`src/rtl/adc_spi_scan.sv`:
```
// SPI master for an MCP3204/3208-class 12-bit ADC in single-ended mode.
// Round-robin scans channels 0..NUM_CH-1 and strobes out one sample per frame.
module adc_spi_scan #(
  parameter int unsigned NUM_CH  = 4,
  parameter int unsigned CLK_DIV = 12,
  parameter int unsigned CS_GAP  = 24
) (
  input  logic        clk,
  input  logic        reset,
  input  logic        ena,
  output logic        adc_cs,
  output logic        adc_clk,
  output logic        adc_si,
  input  logic        adc_so,
  output logic [11:0] adc_val,
  output logic [2:0]  adc_ch,
  output logic        adc_valid
);

  localparam int unsigned DIV_W = (CLK_DIV > 1) ? $clog2(CLK_DIV) : 1;
  localparam int unsigned GAP_W = (CS_GAP > 1) ? $clog2(CS_GAP) : 1;

  localparam logic [DIV_W-1:0] DIV_LAST  = DIV_W'(CLK_DIV - 1);
  localparam logic [GAP_W-1:0] GAP_LAST  = GAP_W'(CS_GAP - 1);
  localparam logic [2:0]       CH_LAST   = 3'(NUM_CH - 1);
  localparam logic [4:0]       K_LAST    = 5'd18;
  localparam logic [4:0]       K_DATA    = 5'd7;
  localparam logic [4:0]       K_CMD_END = 5'd5;

  typedef enum logic [1:0] {
    S_IDLE,
    S_LOW,
    S_HIGH,
    S_GAP
  } state_e;

  state_e           state_q, state_d;
  logic [DIV_W-1:0] div_q, div_d;
  logic [GAP_W-1:0] gap_q, gap_d;
  logic [4:0]       k_q, k_d;
  logic [2:0]       ptr_q, ptr_d;
  logic [11:0]      shift_q, shift_d;
  logic             cs_q, cs_d;
  logic             sck_q, sck_d;
  logic             si_q, si_d;
  logic [11:0]      val_q, val_d;
  logic [2:0]       ch_q, ch_d;
  logic             valid_q, valid_d;

  // Command goes out start bit first: k=0 start, k=1 SGL, k=2..4 ch[2:0].
  function automatic logic cmd_bit(input logic [2:0] ch, input logic [4:0] k);
    logic [4:0] cmd;
    cmd = {1'b1, 1'b1, ch};
    cmd_bit = (k < K_CMD_END) ? cmd[3'(5'd4 - k)] : 1'b0;
  endfunction

  always_comb begin
    state_d = state_q;
    div_d   = div_q;
    gap_d   = gap_q;
    k_d     = k_q;
    ptr_d   = ptr_q;
    shift_d = shift_q;
    cs_d    = cs_q;
    sck_d   = sck_q;
    si_d    = si_q;
    val_d   = val_q;
    ch_d    = ch_q;
    valid_d = 1'b0;

    case (state_q)
      S_IDLE: begin
        cs_d  = 1'b1;
        sck_d = 1'b0;
        si_d  = 1'b0;
        if (ena) begin
          state_d = S_LOW;
          k_d     = '0;
          div_d   = '0;
          cs_d    = 1'b0;
          si_d    = cmd_bit(ptr_q, 5'd0);
        end
      end

      S_LOW: begin
        if (div_q == DIV_LAST) begin
          state_d = S_HIGH;
          div_d   = '0;
          sck_d   = 1'b1;
          // DOUT is captured on the clk that raises SCK, data bits only.
          if (k_q >= K_DATA) begin
            shift_d = {shift_q[10:0], adc_so};
          end
        end else begin
          div_d = div_q + 1'b1;
        end
      end

      S_HIGH: begin
        if (div_q == DIV_LAST) begin
          div_d = '0;
          sck_d = 1'b0;
          if (k_q == K_LAST) begin
            state_d = S_GAP;
            gap_d   = '0;
            cs_d    = 1'b1;
            si_d    = 1'b0;
            val_d   = shift_q;
            ch_d    = ptr_q;
            valid_d = 1'b1;
            ptr_d   = (ptr_q == CH_LAST) ? 3'd0 : ptr_q + 3'd1;
          end else begin
            state_d = S_LOW;
            k_d     = k_q + 5'd1;
            si_d    = cmd_bit(ptr_q, k_q + 5'd1);
          end
        end else begin
          div_d = div_q + 1'b1;
        end
      end

      S_GAP: begin
        cs_d  = 1'b1;
        sck_d = 1'b0;
        si_d  = 1'b0;
        if (gap_q == GAP_LAST) begin
          state_d = S_IDLE;
        end else begin
          gap_d = gap_q + 1'b1;
        end
      end

      default: state_d = S_IDLE;
    endcase
  end

  always_ff @(posedge clk) begin
    if (reset) begin
      state_q <= S_IDLE;
      div_q   <= '0;
      gap_q   <= '0;
      k_q     <= '0;
      ptr_q   <= '0;
      shift_q <= '0;
      cs_q    <= 1'b1;
      sck_q   <= 1'b0;
      si_q    <= 1'b0;
      val_q   <= '0;
      ch_q    <= '0;
      valid_q <= 1'b0;
    end else begin
      state_q <= state_d;
      div_q   <= div_d;
      gap_q   <= gap_d;
      k_q     <= k_d;
      ptr_q   <= ptr_d;
      shift_q <= shift_d;
      cs_q    <= cs_d;
      sck_q   <= sck_d;
      si_q    <= si_d;
      val_q   <= val_d;
      ch_q    <= ch_d;
      valid_q <= valid_d;
    end
  end

  assign adc_cs    = cs_q;
  assign adc_clk   = sck_q;
  assign adc_si    = si_q;
  assign adc_val   = val_q;
  assign adc_ch    = ch_q;
  assign adc_valid = valid_q;

endmodule

```
`config.mk`:
```
export PLATFORM = sky130hd
export DESIGN_NAME = adc_spi_scan
export DESIGN_NICKNAME = d
export VERILOG_FILES = /design/src/rtl/adc_spi_scan.sv
export SDC_FILE = /design/constraint.sdc
export NUM_CORES = 1
export LEC_CHECK = 0
export CAP_MARGIN = 25
export CORE_ASPECT_RATIO = 0.75
export CORE_UTILIZATION = 50
export CTS_CLUSTER_SIZE = 28
export DETAILED_ROUTE_END_ITERATION = 10
export PLACE_DENSITY = 0.72
export SLEW_MARGIN = 30
export SYNTH_ARGS = -nofsm -noshare
export SYNTH_HDL_FRONTEND = slang
export SYNTH_SLANG_ARGS = --single-unit
```
`constraint.sdc`:
```
create_clock -name clk -period 2.3 [get_ports clk]
set_input_delay 0.345 -clock clk [delete_from_list [all_inputs] [get_ports clk]]
set_output_delay 0.345 -clock clk [all_outputs]
set_load 0.01 [all_outputs]
```
# [After elaboration in Yosys (flattened, before gate mapping)]
# Index checks and enable logic that the tools add are counted.
[word_totals] register_bits=50 inputBits=4 output_inout_bits=19 elab_cells=86
[op_classes] add_sub_neg=5 n_lt_le_gt_ge=3 eq_ne=14 mux=33 bitwise=2 n_reduce_logical=17
[op_table] cell="5-bit 2-to-1 mux" n=6
[op_table] cell="5-bit case mux with 2 select lines" n=2
[op_table] cell="2-bit != test, second input constant" n=7
[op_table] cell="4-bit AND reduction" n=3
[op_table] cell="1-bit 2-to-1 mux" n=11
[op_table] cell="5-bit by 1-bit adder with 5-bit output, second input constant" n=2
[op_table] cell="5-bit equality test, second input constant" n=2
[op_table] cell="2-bit 2-to-1 mux" n=5
[op_table] cell="1-bit case mux with 3 select lines" n=3
[op_table] cell="3-bit AND reduction" n=3
[op_table] cell="4-bit 2-to-1 mux" n=2
[op_table] cell="2-bit case mux with 4 select lines" n=1
[op_table] cell="4-bit case mux with 2 select lines" n=1
[op_table] cell="2-bit AND reduction" n=3
[op_table] cell="2-bit nonzero test" n=3
[op_table] cell="5-bit by 3-bit greater-or-equal comparator with 1-bit output, second input constant" n=1
[op_table] cell="5-bit by 3-bit less-than comparator with 1-bit output, second input constant" n=1
[op_table] cell="4-bit by 1-bit adder with 4-bit output, second input constant" n=1
[op_table] cell="2-bit equality test, second input constant" n=2
[op_table] cell="4-bit equality test, second input constant" n=1
[op_table] cell="3-bit by 4-bit less-than comparator with 1-bit output, second input constant" n=1
[op_table] cell="2-bit OR reduction" n=2
[op_table] cell="3-bit by 1-bit adder with 3-bit output, second input constant" n=1
[op_table] cell="1-bit binary-select mux with 3-bit select" n=1
[op_table] cell="other kinds (8)" n=9

# [Longest topological paths before layout]
# Gate-level depths: netlist of run 1.
[logic_depth] word_depth=8 mapped_depth=8 mapped_depth_nobuf=7

# [Worst setup path before layout of run 1]
# No wires, ideal clock.
[synth_timing] path_type="reg2reg" start="register div_q[0]" end="register shift_q[6]" setup_ns=0.128 t_arrival_ns=1.467 required_ns=2.172 setup_slack_ns=0.706 path_stages_with_launch=9 n_path_buf=2 synth_period_minus_slack_ns=1.594 cell_sequence="dfxtp_1 -> ha_1 -> and3b_1 -> buf_4 -> nand2_2 -> a31oi_4 -> buf_6 -> mux2i_1 -> nor2_1"
[synth_via] elab_chain_len=2
[synth_rtl] item="from (decl)" line_no="38" rtl="logic [DIV_W-1:0] div_q, div_d;"
[synth_rtl] item="from (signal assigned)" line_no="153" rtl="div_q <= div_d;"
[synth_rtl] item="4-bit equality test" line_no="86" rtl="if (div_q == DIV_LAST) begin"
[synth_rtl] item="3-bit AND reduction (no source line)"
[synth_rtl] item="to (signal assigned)" line_no="157" rtl="shift_q <= shift_d;"
[synth_rtl] item="to (decl)" line_no="42" rtl="logic [11:0] shift_q, shift_d;"
# No other way between the ends.
# A chain may end at the register's enable or synchronous reset.

# [Final worst setup path of run 1]
[layout_timing] start="register div_q[0]" end="register shift_q[11]"
# The elaborated chain is that of the path after synthesis.

==> summary.log, run 1 <==
[synth] library cells used by synthesis 43
[cts] number of buffers on the longest clock path 2
[placement] dpl cells 326
[timing] transition at the pin with the smallest max-transition slack 562 ps
[synth] most common flop cell mapped by yosys sky130_fd_sc_hd__dfxtp_1
[critical_path] setup slack on the worst flop-to-flop path 350 ps
[critical_path] Crit Path Category register to register
[critical_path] launching element of the worst setup path div_q[0]$_SDFFE_PP0P_
[critical_path] startpoint types register
[floorplan] core box area 4150 um^2
[finish] nets 292
[cts] number of cells upsized or downsized after cts 0
[power] ratio of total power to cell area 747 nW/um^2
[cts] clock transition time at the flip-flop clock pins of the worst setup and hold paths 100 ps
[finish] Cell Count, Final, Fillers Out 334
[placement] HPWL reported at the end of detailed placement 2840 um
[placement] minimum setup slack after placement 361 ps
[cts] Post-CTS Hold Buffers 0
[synth] gate count of the mapped netlist 260
[timing] setup TNS 0 ps
[job] number of violations of the max-capacitance limit 0
[timing] unrepaired setup endpoints after global routing false
[min_path] HP Start adc_val[5]$_SDFFE_PP0P_
[grt] initial antenna violation count 0
[route] drt via density 5.37
[timing] slew margin rel. 62.5%
[critical_path] startpoint of the worst-slack reg-to-reg timing path div_q[0]$_SDFFE_PP0P_
[route] Via Count 1795
[floorplan] starting density of the core 53.5%
[floorplan] number of standard-cell rows in the floorplan 20
[power] total leakage power 0.866 nW
[floorplan] full die area 4720 um^2
[min_path] cell count of the worst hold path 2
[finish] Antenna diodes 0
[power] peak supply drop 0.380 mV
[critical_path] crit path DAT 2150 ps
[synth] Net Count, Synth 274
[cts] depth of the CTS H-tree 2
[cts] total clock buffers created by CTS 5
[route] drt total wl 4240 um
[cts] TritonCTS Sinks 50
[critical_path] path depth of the worst reg2reg path 6
[timing] final clock period utilization by the worst path 84.8%
[grt] Congestion Overflow GR 0
[min_path] Hold Path Class register to register
[outcome] result of the run finished, final reports clean
[finish] layout cell share with drive strength beyond 1 6.09%
[timing] Period minus WS final 1950 ps
[synth] cell area after technology mapping 2220 um^2
[critical_path] biggest fanout along the worst timing path 12
[finish] most common cell after layout, fill and taps aside sky130_fd_sc_hd__dfxtp_1
[timing] max-slew violation count 0
[route] number of nets with antenna violations after routing 0
[grt] pin count of the biggest net entering global routing 51
[synth] warnings from Yosys 0
[synth] Post-synth EDFFs 0
[synth] sequential-to-total area share from yosys stat 45.0%
[floorplan] vertical extent of the die 59.8 um
[grt] first-pass GRT wire length 7100 um
[finish] top library cells by usage in the layout, fill and taps aside sky130_fd_sc_hd__dfxtp_1 (50), sky130_fd_sc_hd__nor2_1 (40), sky130_fd_sc_hd__nand2_1 (38)
[synth] syn_area_per_cell 8.55 um^2
[placement] global placement routability congestion 0.816
[grt] GRT Resource Usage Total 19.3%
[cts] number of setup buffers added after CTS 0
[timing] count of endpoints failing setup in the final report 0
[cts] clock tree from TritonCTS done
[timing] final-report hold violation count 0
[cts] worst skew pair latency 310 ps
[synth] Post-synth ARST share 0%
[finish] Area growth syn-to-layout 15.6%
[finish] fill count 392
[route] first-pass iteration count of the detailed router 4
[route] drc violations 0
[timing] f_max 513 MHz
[placement] count of buffers from port buffering 22
[route] mean routed wirelength per cell 12.7 um
[finish] final core occ 61.9%
[synth] FF+latch count, synth 50
[grt] via count of the first global-routing pass 1553
[critical_path] crit end category register
[timing] setup ws final 350 ps
[route] violation count after the first detailed-route iteration 118
[timing] Clock Skew 7.35 ps
[critical_path] data required time of the worst path 2500 ps
[cts] Root Driver sky130_fd_sc_hd__clkbuf_8
[floorplan] Ports 23
[floorplan] die span in x 79 um
[layout make-up]
cell class / count / area, um^2 / area share (%)
Clock buffer: 5 / 68.8 / 2.68
Clock inverter: 3 / 28.8 / 1.12
Inverter: 6 / 22.5 / 0.876
Multi-Input combinational cell: 191 / 1130 / 44.1
Sequential cell: 50 / 1000 / 38.9
Tap cell: 55 / 68.8 / 2.68
Timing Repair Buffer: 24 / 248 / 9.64
[where the power goes]
part	total (mW)	switching (mW)	internal (mW)	leakage (nW)
Combinational	0.423	0.256	0.167	0.412
Sequential	0.949	0.0386	0.911	0.404
Clock	0.548	0.320	0.228	0.0506
Total	1.92	0.615	1.30	0.866
[layer usage]
metal	vias to the layer above	GRT usage [%]	wire (um)
met5	-	0	0
met4	0	7.01	51
met3	7	4.58	124
met2	19	29.4	1770
met1	837	26.8	2290
li1	932	-	-
[metrics by stage]
| step | instance area (um^2) | hold WS, ps | power (mW) |
|---|---|---|---|
| global route | 2570 | 478 | 2.04 |
| CTS | 2570 | 461 | 1.94 |
| finish | 2570 | 460 | 1.92 |
| global placement | 2470 | 444 | 1.38 |
| floorplan | 2220 | 431 | 1.27 |
| detailed placement | 2470 | 447 | 1.39 |
[flip-flops by register name (all words and copies together), names as in the netlist]
register / cells
adc_val: 12
shift_q: 12
gap_q: 5
k_q: 5
div_q: 4
adc_ch: 3
ptr_q: 3
state_q: 2
adc_clk: 1
adc_cs: 1
adc_si: 1
adc_valid: 1
[critical path, stage by stage, from the launching register on]
cell and delay [ps]:
sky130_fd_sc_hd__dfxtp_1 390, sky130_fd_sc_hd__ha_1 230, sky130_fd_sc_hd__and3b_1 330, sky130_fd_sc_hd__nand2_2 100, sky130_fd_sc_hd__a31oi_4 480, sky130_fd_sc_hd__mux2i_1 260
sky130_fd_sc_hd__nor2_1 60
[kinds of logic (layout without fill, tap and decap cells)]
family,after synthesis,in the layout,share of synthesized area (%)
AO/OA/AOI/OAI,50,50,14.5
XOR/XNOR,4,4,1.58
adder cells (fa/ha/maj),10,10,5.63
buffers and inverters,19,38,4.00
flip-flops,50,50,45.0
multiplexers,13,13,5.85
AND/OR/NAND/NOR,114,114,23.4
[synthesized netlist by cell type, types with 2 or more instances]
master,count,area [um^2]
sky130_fd_sc_hd__a211oi_1,2,15.0
sky130_fd_sc_hd__a21oi_1,26,130
sky130_fd_sc_hd__a22oi_1,3,22.5
sky130_fd_sc_hd__a311oi_1,2,17.5
sky130_fd_sc_hd__a32oi_1,2,17.5
sky130_fd_sc_hd__and3_1,2,12.5
sky130_fd_sc_hd__buf_2,2,10.0
sky130_fd_sc_hd__buf_4,2,15.0
sky130_fd_sc_hd__clkbuf_1,8,30.0
sky130_fd_sc_hd__dfxtp_1,50,1000
sky130_fd_sc_hd__ha_1,10,125
sky130_fd_sc_hd__inv_1,6,22.5
sky130_fd_sc_hd__mux2i_1,13,130
sky130_fd_sc_hd__nand2_1,38,143
sky130_fd_sc_hd__nand2b_1,4,25.0
sky130_fd_sc_hd__nand3_1,9,45.0
sky130_fd_sc_hd__nand4_1,2,12.5
sky130_fd_sc_hd__nor2_1,40,150
sky130_fd_sc_hd__nor3_1,8,40.0
sky130_fd_sc_hd__o211ai_1,2,15.0
sky130_fd_sc_hd__o21ai_0,4,20.0
sky130_fd_sc_hd__xnor2_1,4,35.0
[worst paths after layout]
| check | endpoint |
|---|---|
| setup / recovery | shift_q[11]$_SDFFE_PP0P_ |
| hold / removal | adc_val[5]$_SDFFE_PP0P_ |
| setup reg to reg | shift_q[11]$_SDFFE_PP0P_ |
| hold reg to reg | adc_val[5]$_SDFFE_PP0P_ |
Note: power is estimated with default switching activity, not from simulation.
==> run 2: changes to the inputs <==
clock period = 2 ns   (was 2.3 ns; I/O delays follow)
==> summary.log, run 2 (synthesis results as in run 1) <==
[cts] clock transition time at the flip-flop clock pins of the worst setup and hold paths 100 ps [about the same]
[min_path] Hold Path Class register to register
[critical_path] crit end category register
[timing] final clock period utilization by the worst path 87.5% [+2.7 points]
[cts] number of setup buffers added after CTS 0 [unchanged]
[placement] minimum setup slack after placement 212 ps [-149 ps]
[floorplan] core box area 4150 um^2 [unchanged]
[critical_path] path depth of the worst reg2reg path 6 [unchanged]
[route] drt total wl 4100 um [-3.3%]
[timing] setup ws final 250 ps [-100 ps]
[min_path] worst min-delay path endpoint adc_val[5]$_SDFFE_PP0P_
[timing] Clock Skew 13.1 ps [+5.73 ps]
[min_path] cell count of the worst hold path 2 [unchanged]
[power] total leakage power 0.885 nW [+2.1%]
[critical_path] data required time of the worst path 2240 ps [-260 ps]
[floorplan] die span in x 79 um [unchanged]
[grt] Congestion Overflow GR 0 [unchanged]
[route] mean routed wirelength per cell 12.2 um [-3.8%]
[timing] unrepaired setup endpoints after global routing false
[finish] fill count 371 [-5.4%]
[timing] setup TNS 0 ps [unchanged]
[cts] Post-CTS Hold Buffers 0 [unchanged]
[cts] total clock buffers created by CTS 5 [unchanged]
[timing] slew margin rel. 71.0% [+8.5 points]
[route] drt via density 5.27 [-1.9%]
[route] number of nets with antenna violations after routing 0 [unchanged]
[cts] number of buffers on the longest clock path 2 [unchanged]
[route] drc violations 0 [unchanged]
[floorplan] vertical extent of the die 59.8 um [unchanged]
[grt] pin count of the biggest net entering global routing 51 [unchanged]
[critical_path] endpoint of the worst-slack reg-to-reg timing path ptr_q[1]$_SDFFE_PP0P_
[critical_path] crit path DAT 1990 ps [-160 ps]
[timing] transition at the pin with the smallest max-transition slack 430 ps [-132 ps]
[floorplan] full die area 4720 um^2 [unchanged]
[finish] Seq. cell area 1000 um^2 [unchanged]
[critical_path] biggest fanout along the worst timing path 17 [+5]
[grt] initial antenna violation count 0 [unchanged]
[critical_path] startpoint types register
[critical_path] startpoint of the worst-slack reg-to-reg timing path state_q[0]$_SDFFE_PP0P_
[power] peak supply drop 0.539 mV [+42%]
[timing] f_max 571 MHz [+11%]
[critical_path] Crit Path Category register to register
[placement] count of buffers from port buffering 22 [unchanged]
[cts] clock tree from TritonCTS done
[route] Via Count 1771 [-1.3%]
[grt] GRT Resource Usage Total 18.3% [-1.0 points]
[cts] worst skew pair latency 310 ps [about the same]
[placement] HPWL reported at the end of detailed placement 2740 um [-3.8%]
[cts] number of cells upsized or downsized after cts 0 [unchanged]
[timing] final-report hold violation count 0 [unchanged]
[finish] area of the multi-input gates 1130 um^2 [unchanged]
[job] number of violations of the max-capacitance limit 0 [unchanged]
[finish] Antenna diodes 0 [unchanged]
[outcome] result of the run finished, final reports clean
[power] Final Total Pwr 2.19 mW [+14%]
[critical_path] setup slack on the worst flop-to-flop path 250 ps [-100 ps]
[cts] Root Driver sky130_fd_sc_hd__clkbuf_8
[finish] final core occ 62.8% [+0.90 points]
[timing] count of endpoints failing setup in the final report 0 [unchanged]
[grt] first-pass GRT wire length 6680 um [-5.9%]
[finish] nets 294 [+0.68%]
[timing] max-slew violation count 0 [unchanged]
[finish] layout cell share with drive strength beyond 1 6.76% [+0.67 points]
[placement] global placement routability congestion 0.815 [about the same]
[floorplan] number of standard-cell rows in the floorplan 20 [unchanged]
[finish] top library cells by usage in the layout, fill and taps aside sky130_fd_sc_hd__dfxtp_1 (50), sky130_fd_sc_hd__nor2_1 (40), sky130_fd_sc_hd__nand2_1 (38)
[cts] TritonCTS Sinks 50 [unchanged]
[floorplan] Ports 23 [unchanged]
[timing] Period minus WS final 1750 ps [-200 ps]
[floorplan] starting density of the core 53.5% [unchanged]
[finish] Area growth syn-to-layout 17.3%
[cts] depth of the CTS H-tree 2 [unchanged]
[power] ratio of total power to cell area 840 nW/um^2 [+12%]
[finish] most common cell after layout, fill and taps aside sky130_fd_sc_hd__dfxtp_1
[route] violation count after the first detailed-route iteration 97 [-18%]
[min_path] HP Start adc_val[5]$_SDFFE_PP0P_
[grt] via count of the first global-routing pass 1504 [-3.2%]
[route] first-pass iteration count of the detailed router 4 [unchanged]
==> run 2: cell types whose count changed in the layout (fill, tap and decap cells not counted) <==
| cell | before | now |
|---|---|---|
| sky130_fd_sc_hd__buf_12 | 1 | 3 |
| sky130_fd_sc_hd__inv_8 | 1 | 0 |
| sky130_fd_sc_hd__inv_6 | 1 | 2 |
==> run 2: metrics by stage <==
stage | cells | area (um^2) | hold slack, ps
floorplan | 260 | 2220 | 431
global placement | 328 | 2510 | 444
detailed placement | 328 | 2510 | 448
CTS | 336 | 2610 | 462
global route | 336 | 2610 | 475
finish | 336 | 2610 | 459
==> run 2: layout make-up <==
cell class	instances	share of cell area (%)
timing repair buffer	26	11.0
clock buffer	5	2.64
multi-input combinational	191	43.5
tap	55	2.64
clock inverter	3	1.01
sequential	50	38.4
inverter	6	0.863
==> run 2: layer usage <==
layer / up-vias / track usage (%) / share of wire, %
met5: - / 0 / 0
met4: 0 / 7.79 / 1.4
met3: 9 / 4.12 / 3.3
met2: 28 / 26.2 / 40
met1: 804 / 26.3 / 55
li1: 930 / - / -
==> run 2: worst max-delay path, cell delays in order (launching register included) <==
cell	delay (ps)
sky130_fd_sc_hd__dfxtp_1	360
sky130_fd_sc_hd__inv_1	90
sky130_fd_sc_hd__ha_1	410
sky130_fd_sc_hd__nand2_1	190
sky130_fd_sc_hd__nor2_4	340
sky130_fd_sc_hd__nand3_1	130
sky130_fd_sc_hd__a21oi_1	160
==> run 2: worst max path at each step <==
stage / from / to / slack (ps) / depth (start not counted)
global placement: ena / k_q[2]$_SDFFE_PP0P_ / 250 / 6
floorplan: div_q[0]$_SDFFE_PP0P_ / shift_q[6]$_SDFFE_PP0P_ / 410 / 8
global route: div_q[0]$_SDFFE_PP0P_ / k_q[4]$_SDFFE_PP0P_ / 80 / 6
finish: state_q[0]$_SDFFE_PP0P_ / ptr_q[1]$_SDFFE_PP0P_ / 250 / 6
CTS: div_q[0]$_SDFFE_PP0P_ / shift_q[3]$_SDFFE_PP0P_ / 260 / 7
detailed placement: ena / k_q[2]$_SDFFE_PP0P_ / 210 / 6
==> run 2: power by group <==
group / internal, mW / total (mW) / switching (mW)
logic: 0.190 / 0.476 / 0.286
clock network: 0.258 / 0.624 / 0.367
registers: 1.05 / 1.09 / 0.0441
total: 1.50 / 2.19 / 0.696
==> patch: new RTL, settings of run 1 <==
Put one more register stage on the output `adc_val`, with the module's reset. The value now appears one clock later. The other outputs are not delayed to match.
--- a/src/rtl/adc_spi_scan.sv
+++ b/src/rtl/adc_spi_scan.sv
@@ -168,5 +168,11 @@
   assign adc_clk   = sck_q;
   assign adc_si    = si_q;
-  assign adc_val   = val_q;
+  always_ff @(posedge clk) begin
+    if (reset) begin
+      adc_val <= '0;
+    end else begin
+      adc_val <= val_q;
+    end
+  end
   assign adc_ch    = ch_q;
   assign adc_valid = valid_q;
Formal check against the unedited RTL: same outputs for any inputs over 10 cycles, from zero or initial values and one cycle with reset high; that may be too few to reach the edited logic, so the function may still have changed.
==> patch against run 1 <==
  * Core utilization increased by 0.90 points
  * Synthesized area is 16% higher
  * Sequential cell count up 12
  * Total power up 43%
  * Critical path type unchanged
  * Setup slack gained 0.0037 ns
  * Global-route usage grew 0.71 points
  * Cell area grew 20%
  * First-iteration DRC count up 24%
  * Wire length increased by 20%
==> patch: results (changes against run 1) <==
[outcome]
status=finished, final reports clean  ; unchanged

[worst_setup_path]
slowest_delay_ns=0.41  ; was 0.48 ns
reg2reg_to=state_q[1]  ; was shift_q[11]
critPathTopFamily=compound AO/OA/AOI/OAI gates  ; was simple AND/OR/NAND/NOR gates
cp-startpoint=state_q[0]  ; was div_q[0]

[final_layout]
fillers=405  ; was 392
stdcell_count=364  ; was 334

[synth]
ys_seq_area_share_pct=47.9  ; was 45.0%
synthXorXnorAreaFrac_pct=0.338  ; was 1.58%
synth_mux_area_share_pct=1.55  ; was 5.85%
synth-compound-area-share_pct=21.9  ; was 14.5%

[pwr]
seqPwrFrac_pct=42.7  ; was 49.4%
comb-power_mw=0.516  ; was 0.423 mW
vdd_drop_max_uv=484  ; was 380 µV
p_switching_mw=0.802  ; was 0.615 mW
pwr_density_cell_nw_per_um2=887  ; was 747 nW/µm²

[grt]
use_met3_pct=6.72  ; was 4.58%
gr-usage-met2_pct=28.9  ; was 29.4%
grt_pass1_vias=1796  ; was 1,553

[placement]
hpwl_um=3300  ; was 2840 µm
gp_congestion=0.833  ; was 0.816
place_area_um2=2870  ; was 2470 µm²

[timing]
hold_ws_ns=0.467  ; was 0.460 ns

[hold_path]
hp-start=val_q[0]  ; was adc_val[5]

[detailed_routing]
wl_met1_um=2650  ; was 2290 µm
drt_wl_total_um=5080  ; was 4240 µm

[patch: cell types whose count changed after synthesis, moves of 5 or more]
cell / run 1 / this run
nand2_1: 38 / 11
nor2_1: 40 / 14
o21ai_0: 4 / 20
nor2b_1: 1 / 14
dfxtp_1: 50 / 62
o22a_1: 0 / 12
nand3_1: 9 / 19
mux2i_1: 13 / 4
a21oi_1: 26 / 31
nor3_1: 8 / 3
[patch: final cells by class]
class                   instances  area, µm²  area share [%]
multi-input cells             191       1250            40.5
flip-flops and latches         62       1240            40.1
repair buffers                 28        278            8.98
clock buffers                   9        124            4.00
clock inverters                 7       97.6            3.15
well taps                      60       75.1            2.43
inverters                       7       26.3           0.849
[patch: kinds of logic after synthesis]
logic type | after synthesis
AND/OR/NAND/NOR | 89
AO/OA/AOI/OAI | 87
flip-flops | 62
buffers and inverters | 22
adder cells (fa/ha/maj) | 10
multiplexers | 4
XOR/XNOR | 1
